File: config.mk
export PLATFORM = sky130hd
export DESIGN_NAME = cam_pixel_packer
export DESIGN_NICKNAME = d
export VERILOG_FILES = /design/src/rtl/cam_pixel_packer.sv
export SDC_FILE = /design/constraint.sdc
export NUM_CORES = 1
export LEC_CHECK = 0
export ABC_AREA = 1
export CELL_PAD_IN_SITES_DETAIL_PLACEMENT = 1
export CELL_PAD_IN_SITES_GLOBAL_PLACEMENT = 1
export CORE_ASPECT_RATIO = 1.5
export CORE_MARGIN = 3
export CORE_UTILIZATION = 36
export DETAILED_ROUTE_END_ITERATION = 7
export GPL_TIMING_DRIVEN = 0
export PLACE_DENSITY_LB_ADDON = 0.12
export SLEW_MARGIN = 20
export SYNTH_ARGS = -nofsm -noshare
export SYNTH_HDL_FRONTEND = slang
export SYNTH_SLANG_ARGS = --single-unit
File: constraint.sdc
create_clock -name clk -period 2 [get_ports clk]
set_input_delay 0.2 -clock clk [delete_from_list [all_inputs] [get_ports clk]]
set_output_delay 0.2 -clock clk [all_outputs]
set_load 0.1 [all_outputs]
File: src/rtl/cam_pixel_packer.sv
// Camera pixel packer: gathers 8-bit pixel bytes from a sync-framed camera
// bus into big-endian 32-bit words and writes them into a ping-pong pair of
// FIFO write channels, with a one-word holding register for when neither
// channel is available.
module cam_pixel_packer (
  input  logic        clk,
  input  logic        rst,
  input  logic        i_enable,
  input  logic        i_reset_counts,
  input  logic        i_vsync,
  input  logic        i_hsync,
  input  logic [7:0]  i_pix_data,
  input  logic [1:0]  i_wfifo_ready,
  output logic [1:0]  o_wfifo_activate,
  input  logic [23:0] i_wfifo_size,
  output logic        o_wfifo_strobe,
  output logic [31:0] o_wfifo_data,
  output logic [31:0] o_row_count,
  output logic [31:0] o_pixel_count,
  output logic        o_captured,
  output logic        o_busy,
  output logic        o_overflow
);

  typedef enum logic [1:0] {IDLE, WAIT_FRAME, ACTIVE, FLUSH} state_t;

  state_t      state, state_next;
  logic        vsync_d, hsync_d;
  logic [31:0] acc, acc_next;
  logic [1:0]  byte_cnt, cnt_next;
  logic [31:0] pix_in_row;
  logic [23:0] word_count;
  logic        pend_valid;
  logic [31:0] pend_data;
  logic        row_done;

  logic        vsync_rise, frame_start, byte_in, row_end;
  logic        word_done;
  logic [31:0] word_val;
  logic        owned, count_full, write_ok, write_pend, write_new;
  logic        hold_new, drop_new, acquire, release_ch;

  assign vsync_rise  = i_vsync && !vsync_d;
  assign frame_start = (state == WAIT_FRAME) && (state_next == ACTIVE);
  assign byte_in     = (state == ACTIVE) && i_hsync;
  assign row_end     = (state == ACTIVE) && hsync_d && !i_hsync;
  assign o_busy      = (state == ACTIVE) || (state == FLUSH);

  // State register; reset parks the packer in IDLE.
  always_ff @(posedge clk) begin
    if (rst) state <= IDLE;
    else     state <= state_next;
  end

  // Next-state logic: only start on a clean vsync rise, flush on frame end or disable.
  always_comb begin
    state_next = state;
    case (state)
      IDLE:       if (i_enable && !i_vsync) state_next = WAIT_FRAME;
      WAIT_FRAME: begin
        if (!i_enable)       state_next = IDLE;
        else if (vsync_rise) state_next = ACTIVE;
      end
      ACTIVE:     if (!i_enable || !i_vsync) state_next = FLUSH;
      FLUSH:      state_next = i_enable ? WAIT_FRAME : IDLE;
      default:    state_next = IDLE;
    endcase
  end

  // Byte assembly: first byte lands in the top lane; a short row or a flush pads with zeros.
  always_comb begin
    acc_next  = acc;
    cnt_next  = byte_cnt;
    word_done = 1'b0;
    word_val  = 32'd0;
    if (byte_in) begin
      case (byte_cnt)
        2'd0: acc_next[31:24] = i_pix_data;
        2'd1: acc_next[23:16] = i_pix_data;
        2'd2: acc_next[15:8]  = i_pix_data;
        default: begin
          word_done = 1'b1;
          word_val  = {acc[31:8], i_pix_data};
          acc_next  = 32'd0;
        end
      endcase
      cnt_next = byte_cnt + 2'd1;
    end else if (row_end || (state == FLUSH)) begin
      word_done = (byte_cnt != 2'd0);
      word_val  = acc;
      acc_next  = 32'd0;
      cnt_next  = 2'd0;
    end
  end

  // Channel arbitration: decide writes, holding, drops, acquisition and release.
  always_comb begin
    owned      = (o_wfifo_activate != 2'b00);
    count_full = (word_count >= i_wfifo_size);
    write_ok   = owned && !count_full && !(row_done && !pend_valid);
    write_pend = write_ok && pend_valid;
    write_new  = write_ok && !pend_valid && word_done;
    hold_new   = word_done && !write_new && (!pend_valid || write_pend);
    drop_new   = word_done && pend_valid && !write_pend;
    acquire    = !owned && (i_wfifo_ready != 2'b00) &&
                 ((state == WAIT_FRAME) || (state == ACTIVE));
    release_ch = owned && !(write_pend || write_new) &&
                 (count_full || (row_done && !pend_valid) ||
                  (state == FLUSH) || (state == IDLE));
  end

  // Datapath registers: packing, FIFO interface, holding word, counters and status.
  always_ff @(posedge clk) begin
    if (rst) begin
      vsync_d          <= 1'b0;
      hsync_d          <= 1'b0;
      acc              <= 32'd0;
      byte_cnt         <= 2'd0;
      pix_in_row       <= 32'd0;
      word_count       <= 24'd0;
      pend_valid       <= 1'b0;
      pend_data        <= 32'd0;
      row_done         <= 1'b0;
      o_wfifo_activate <= 2'b00;
      o_wfifo_strobe   <= 1'b0;
      o_wfifo_data     <= 32'd0;
      o_row_count      <= 32'd0;
      o_pixel_count    <= 32'd0;
      o_captured       <= 1'b0;
      o_overflow       <= 1'b0;
    end else begin
      vsync_d <= i_vsync;
      hsync_d <= i_hsync;

      if (frame_start) begin
        acc      <= 32'd0;
        byte_cnt <= 2'd0;
      end else begin
        acc      <= acc_next;
        byte_cnt <= cnt_next;
      end

      o_wfifo_strobe <= write_pend || write_new;
      if (write_pend)     o_wfifo_data <= pend_data;
      else if (write_new) o_wfifo_data <= word_val;

      if (hold_new) begin
        pend_valid <= 1'b1;
        pend_data  <= word_val;
      end else if (write_pend) begin
        pend_valid <= 1'b0;
      end

      if (acquire) begin
        o_wfifo_activate <= i_wfifo_ready[0] ? 2'b01 : 2'b10;
        word_count       <= 24'd0;
      end else begin
        if (release_ch) o_wfifo_activate <= 2'b00;
        if (write_pend || write_new) word_count <= word_count + 24'd1;
      end

      if (row_end || (state == FLUSH))           row_done <= 1'b1;
      else if (release_ch || (!owned && !pend_valid)) row_done <= 1'b0;

      if (i_reset_counts) begin
        o_row_count   <= 32'd0;
        o_pixel_count <= 32'd0;
        pix_in_row    <= 32'd0;
      end else if (frame_start) begin
        o_row_count <= 32'd0;
        pix_in_row  <= 32'd0;
      end else if (row_end) begin
        o_row_count   <= o_row_count + 32'd1;
        o_pixel_count <= pix_in_row;
        pix_in_row    <= 32'd0;
      end else if (byte_in) begin
        pix_in_row <= pix_in_row + 32'd1;
      end

      if (i_reset_counts) o_overflow <= 1'b0;
      else if (drop_new)  o_overflow <= 1'b1;

      o_captured <= (state == FLUSH) && (o_row_count != 32'd0);
    end
  end

endmodule

Word-level counts from Yosys, hierarchy flattened
Index checks and enable logic that the tools add are counted.
{ "totals": {"in_bits": 40, "register_bits": 229} }
{ "classes": {"n_bitwise": 1, "magnitude_cmp": 1, "eq_ne": 10, "n_reduce_logical": 68, "addsub": 4, "mux": 29} }
{ "op_table": {"columns": ["cell", "n"], "rows": [
  ["$mux 32", 7],
  ["$add 32x1->32 const B", 2],
  ["$pmux 8 s2", 3],
  ["$reduce_bool 32->1", 1],
  ["$add 24x1->24 const B", 1],
  ["$ge 24x24->1", 1],
  ["$logic_and 1x1->1", 22],
  ["$mux 2", 9],
  ["$reduce_bool 2->1", 8],
  ["$reduce_or 2->1", 6],
  ["$logic_not 1->1", 11],
  ["$logic_or 1x1->1", 10],
  ["$reduce_and 2->1", 5],
  ["$eq 2x2->1 const B", 4],
  ["$mux 1", 8],
  ["$mux 8", 1],
  ["$ne 2x2->1 const B", 4],
  ["$pmux 2 s4", 1],
  ["$reduce_or 3->1", 2],
  ["$eq 2x1->1 const B", 2],
  ["$logic_not 2->1", 2],
  ["$reduce_or 4->1", 1],
  ["$add 2x1->2 const B", 1],
  ["$not 1->1", 1]
]} }

Depth between registers and ports, before layout
{ "logic_depth": {"ltp_word": 14, "ltp_mapped": 17} }

Worst setup path before layout
No wires, ideal clock.
{ "synth_timing": {"path_kind": "register to register", "start": "register o_row_count[1]", "end": "register o_row_count[26]", "required_ns": 1.884, "arrival_time_ns": 2.492, "path_buffers": 0, "setup_slack_ns": -0.607, "stages_incl_launch_ff": 10, "setup_time_ns": 0.116, "path_cell_list": "dfxtp_1 > ha_1 > inv_1 > nor3_2 > nand3_1 > nor2_1 > nand2_1 > nor2_2 > nand4_1 > and3_1"} }
{ "synth_via": {"elab_chain_cells": 1} }
{ "synth_lines": {"columns": ["item", "line_no", "source"], "rows": [
  ["from (decl)", "18", "output logic [31:0] o_row_count,"],
  ["from (signal assigned)", "173", "o_row_count <= o_row_count + 32'd1;"],
  ["$add 32x1->32", "173", null]
]} }
Every way passes these cells.
A chain may end at the register's enable or synchronous reset.

Worst setup path after layout
{ "layout_timing": {"start": "register word_count[23]", "end": "register pend_data[22]"} }
{ "layout_via": {"elab_chain_cells": 9, "word_cells_on_any_way": 11, "cone_classes": "1 x order compare; 10 x reduce/logical"} }
{ "layout_lines": {"columns": ["item", "line_no", "source"], "rows": [
  ["from (decl)", "32", "logic [23:0] word_count;"],
  ["from (signal assigned)", "159", "if (write_pend || write_new) word_count <= word_count + 24'd1;"],
  ["$ge 24x24->1 *", "99", "count_full = (word_count >= i_wfifo_size);"],
  ["$logic_not 1->1 *", "100", "write_ok = owned && !count_full && !(row_done && !pend_valid);"],
  ["$logic_and 1x1->1 * (2 in a row)", "100", null],
  ["$logic_and 1x1->1 (2 in a row)", "102", "write_new = write_ok && !pend_valid && word_done;"],
  ["$logic_not 1->1", "103", "hold_new = word_done && !write_new && (!pend_valid || write_pend);"],
  ["$logic_and 1x1->1", "103", null],
  ["$logic_and 1x1->1 *", "103", null],
  ["to (signal assigned)", "149", "pend_data <= word_val;"],
  ["to (decl)", "34", "logic [31:0] pend_data;"]
]} }
Every way passes the cells marked *; elsewhere a longest branch is shown, timed or not.

==> summary.txt <==
Global routing
  – Largest net degree at the start of global routing: 13
  – Number of global-route vias before repair: 12430
  – First-pass GRT wire length: 63.65 mm
  – Initial antenna violation count: 0
  – Gr usage total: 0.2402
  – GRT Residual Overflow: 0

Synthesis
  – Count leader, synth: nand2_1
  – Syn Nets: 1674
  – Yosys top cell by area: dfxtp_1
  – Number of flops mapped to enable cells by yosys: 0
  – Distinct cells, synth: 39
  – Top cells by count, synth: nand2_1 (370), dfxtp_1 (221), inv_1 (219)
  – Async set or reset register ratio after synthesis: 0
  – Yosys reg bits: 221
  – Synth top area cells: dfxtp_1 (40%), nand2_1 (13%), inv_1 (7.5%), nor2_1 (6.9%), a21oi_1 (5.7%)
  – Yosys warns: 0
  – Ys flop type: dfxtp_1
  – Synthesized area per cell: 6.867 µm²
  – Netlist Area Pre-Place: 10970 µm²
  – Post-Syn Instances: 1598
  – Seq/Total Area, Yosys: 0.4032
  – Post-synth top area share: 0.4032

Route
  – Wire per inst: ~19 µm
  – DRC: 0
  – WL final: 44.21 mm
  – 1st-pass router iterations: 5
  – Iter 0 DRT Violations: 319
  – Routed via count: 11940
  – DR vias/cell: roughly 5.2
  – Routed Antenna Nets: 0

Timing
  – RSZ-0062 raised after global routing: true
  – Fin crit share: 1.171
  – Final Slew Violations: 0
  – Max Fclk: approximately 430 MHz
  – Setup Viol. Count Final: 124
  – Final Skew: about 0.017 ns
  – Fin Hold WS: around 0.33 ns
  – Tightest Pin Transition: about 1.0 ns
  – Worst setup margin: -0.3419 ns
  – Fin. Hold Viols: 0
  – Slew headroom: 0.3082
  – Period minus WS final: 2.342 ns

Power and ir drop
  – Worst VDD drop: 0.6124 mV
  – Lkg Pwr: 7.189 nW
  – P per Cell Area: 539.8 nW/µm²

Worst setup path
  – Endpoint class of the critical path: flip-flop
  – Critical Path Most Common Cell: buf_6
  – Worst r2r src: word_count[23]
  – Reg-to-reg slack, setup: -0.34 ns
  – CP arrival: 2.78 ns
  – CP cell instances: ha_4 -> a21oi_2 -> nand2_1 -> nor2_1 -> nand2_2 -> a21oi_4 -> nand4_1 -> buf_6 -> buf_6 -> nand3_4 -> buf_6 -> nand2_2 -> inv_1 -> nor2_1
  – Worst-path fanout max: 5
  – CP Launch Type: flip-flop
  – CP max-delay cell: dfxtp_4
  – CP Class: flip-flop to flip-flop
  – R2R cell count: 14
  – Required time worst endpoint: about 2.4 ns
  – Crit path buf inv count: 4
  – Crit path max-delay family: simple AND/OR/NAND/NOR gates
  – Reg-to-Reg End: pend_data[22]
  – Max stage delay on crit path: approximately 0.35 ns

Worst hold path
  – Worst hold start: i_wfifo_ready[0]
  – Hold endpoint: o_wfifo_activate[0]
  – Hold path depth: 3
  – Type of the worst min-delay path: input pin to flip-flop

Place
  – Placed Area: 12930 µm²
  – Detailed Place HPWL: 27.12 mm
  – Place WS: -1.037 ns
  – Buffers added on ports: 141
  – Final RePlAce weighted congestion: 0.8687

Die
  – Die W: around 150 µm
  – Die area: 32660 µm²
  – Core Box Area: just under 30000 µm²
  – Io pins: 142
  – DIE HEIGHT: 219.8 µm
  – Initial core utilization: 0.3686
  – Core Rows: 77

Clock tree
  – CTS root buf: clkbuf_16
  – H-tree depth: 1
  – Hold buffers post-CTS: 0
  – Maximum root-to-sink buffer count: 3
  – Clock latency on the worst-skew pair: ~0.54 ns
  – CTS tree: yes
  – Num CTS Buffers: 24
  – CTS sink cnt: 221
  – Clock slew at reported path FFs: 0.06 ns

Flow run
  – Maxcap violations: 0

Cells and area
  – Filler instances: 3495
  – Fin nets: between 1500 and 2000
  – Post-route cell area: 17540 µm²
  – Share of cells above drive strength 1: 0.3466
  – Area Overhead vs Synth: 59.87%

Run status
  – Violated checks: setup timing
  – Status: finished, violations left
## worst max path at each step
stage / startpoint / to / slack (ns) / cells past startpoint
2_1_floorplan: o_row_count[1] / o_row_count[26] / -0.05 / 9
3_3_place_gp: i_wfifo_size[23] / o_wfifo_data[9] / -1.03 / 13
3_5_place_dp: i_wfifo_size[23] / o_wfifo_data[9] / -1.04 / 13
4_1_cts: word_count[9] / pend_data[0] / -0.19 / 15
5_1_grt: word_count[23] / pend_data[23] / -0.43 / 14
6_report: word_count[23] / pend_data[22] / -0.34 / 14
## through the flow
stage	total power, mW	TNS (ns)	utilization	instances
finish	9.470	-18.92	0.5893	2303
global route	9.773	-37.94	0.5892	2302
CTS	9.368	-11.94	0.5294	2258
detailed placement	4.927	-177.36	0.4344	2134
global placement	4.917	-166.16	0.4344	2134
floorplan	4.732	-0.07247	-	1598
## per-layer routing
metal	vias to the layer above	global-route usage	part of all wire	wire [µm]
li1	5717	-	-	-
met1	5837	0.2542	0.36	16130
met2	278	0.4823	0.56	24830
met3	111	0.03209	0.038	1681
met4	0	0.07427	0.036	1575
met5	-	0	0	0
## timing repair
item / CTS / global route
endpoints found under the setup margin: 318 / 237
cloned: 19 / 11
pin swaps: 78 / 130
gates resized for setup: 538 / 409
setup buffers: 66 / 44
## placed cells by master, fill, tap and decap left out, drive strengths merged, types with 4 or more instances in the layout
master	Yosys	final
nor3	35	35
dfxtp	221	221
o21ai	77	77
clkdlybuf4s50	0	39
nand4	43	44
clkbuf	33	79
or2	7	7
o22ai	9	9
nand3	84	85
ha	36	36
clkinv	4	4
a21oi	126	126
o31ai	5	5
clkdlybuf4s15	0	30
inv	223	224
buf	26	150
nor4	16	16
nor2	209	209
dlygate4sd2	0	65
xnor2	18	18
a211oi	4	4
nand2	373	374
xor2	40	40
## kinds of logic (layout without fill, tap and decap cells)
family	count (synthesis)	in the layout	synth area share
compound gates	225	225	0.1075
xor+xnor	58	58	0.04629
fa+ha+maj	36	36	0.04105
buf+inv	286	592	0.1011
flops	221	221	0.4032
other cells	0	1	0
simple gates	772	775	0.3008
## worst reg2reg max path, cell delays in order (launching register included)
cell and delay [ns]:
dfxtp_4 0.35, ha_4 0.22, a21oi_2 0.12, nand2_1 0.09
nor2_1 0.16, nand2_2 0.09, a21oi_4 0.25, nand4_1 0.19
buf_6 0.19, buf_6 0.12, nand3_4 0.12, buf_6 0.18
nand2_2 0.05, inv_1 0.06, nor2_1 0.05
## flip-flops by register name, indices dropped and copies added (netlist names), 2 cells and up
register,cells
word_count,24
o_wfifo_data,32
pix_in_row,32
state,2
acc,24
o_wfifo_activate,2
o_row_count,32
o_pixel_count,32
byte_cnt,2
pend_data,32
## cell type report
| class | count | area, µm² | area share |
|---|---|---|---|
| plain buffers | 55 | 609.3 | 0.03473 |
| repair buffers | 269 | 2765 | 0.1576 |
| clock inverters | 1 | 16.27 | 0.0009272 |
| repair inverters | 1 | 20.02 | 0.001141 |
| flip-flops and latches | 221 | 4558 | 0.2598 |
| clock buffers | 39 | 726.9 | 0.04144 |
| well taps | 395 | 494.2 | 0.02817 |
| diodes | 1 | 2.502 | 0.0001426 |
| inverters | 227 | 902.1 | 0.05142 |
| multi-input cells | 1094 | 7448 | 0.4246 |
## report_power, final
part           internal [mW]  total (mW)  leakage [nW]  switching (mW)
logic                  0.293       0.710          5.01           0.418
registers               4.38        4.39          1.82          0.0125
clock network           2.46        4.37         0.362            1.90
Note: power is estimated with default switching activity, not from simulation.
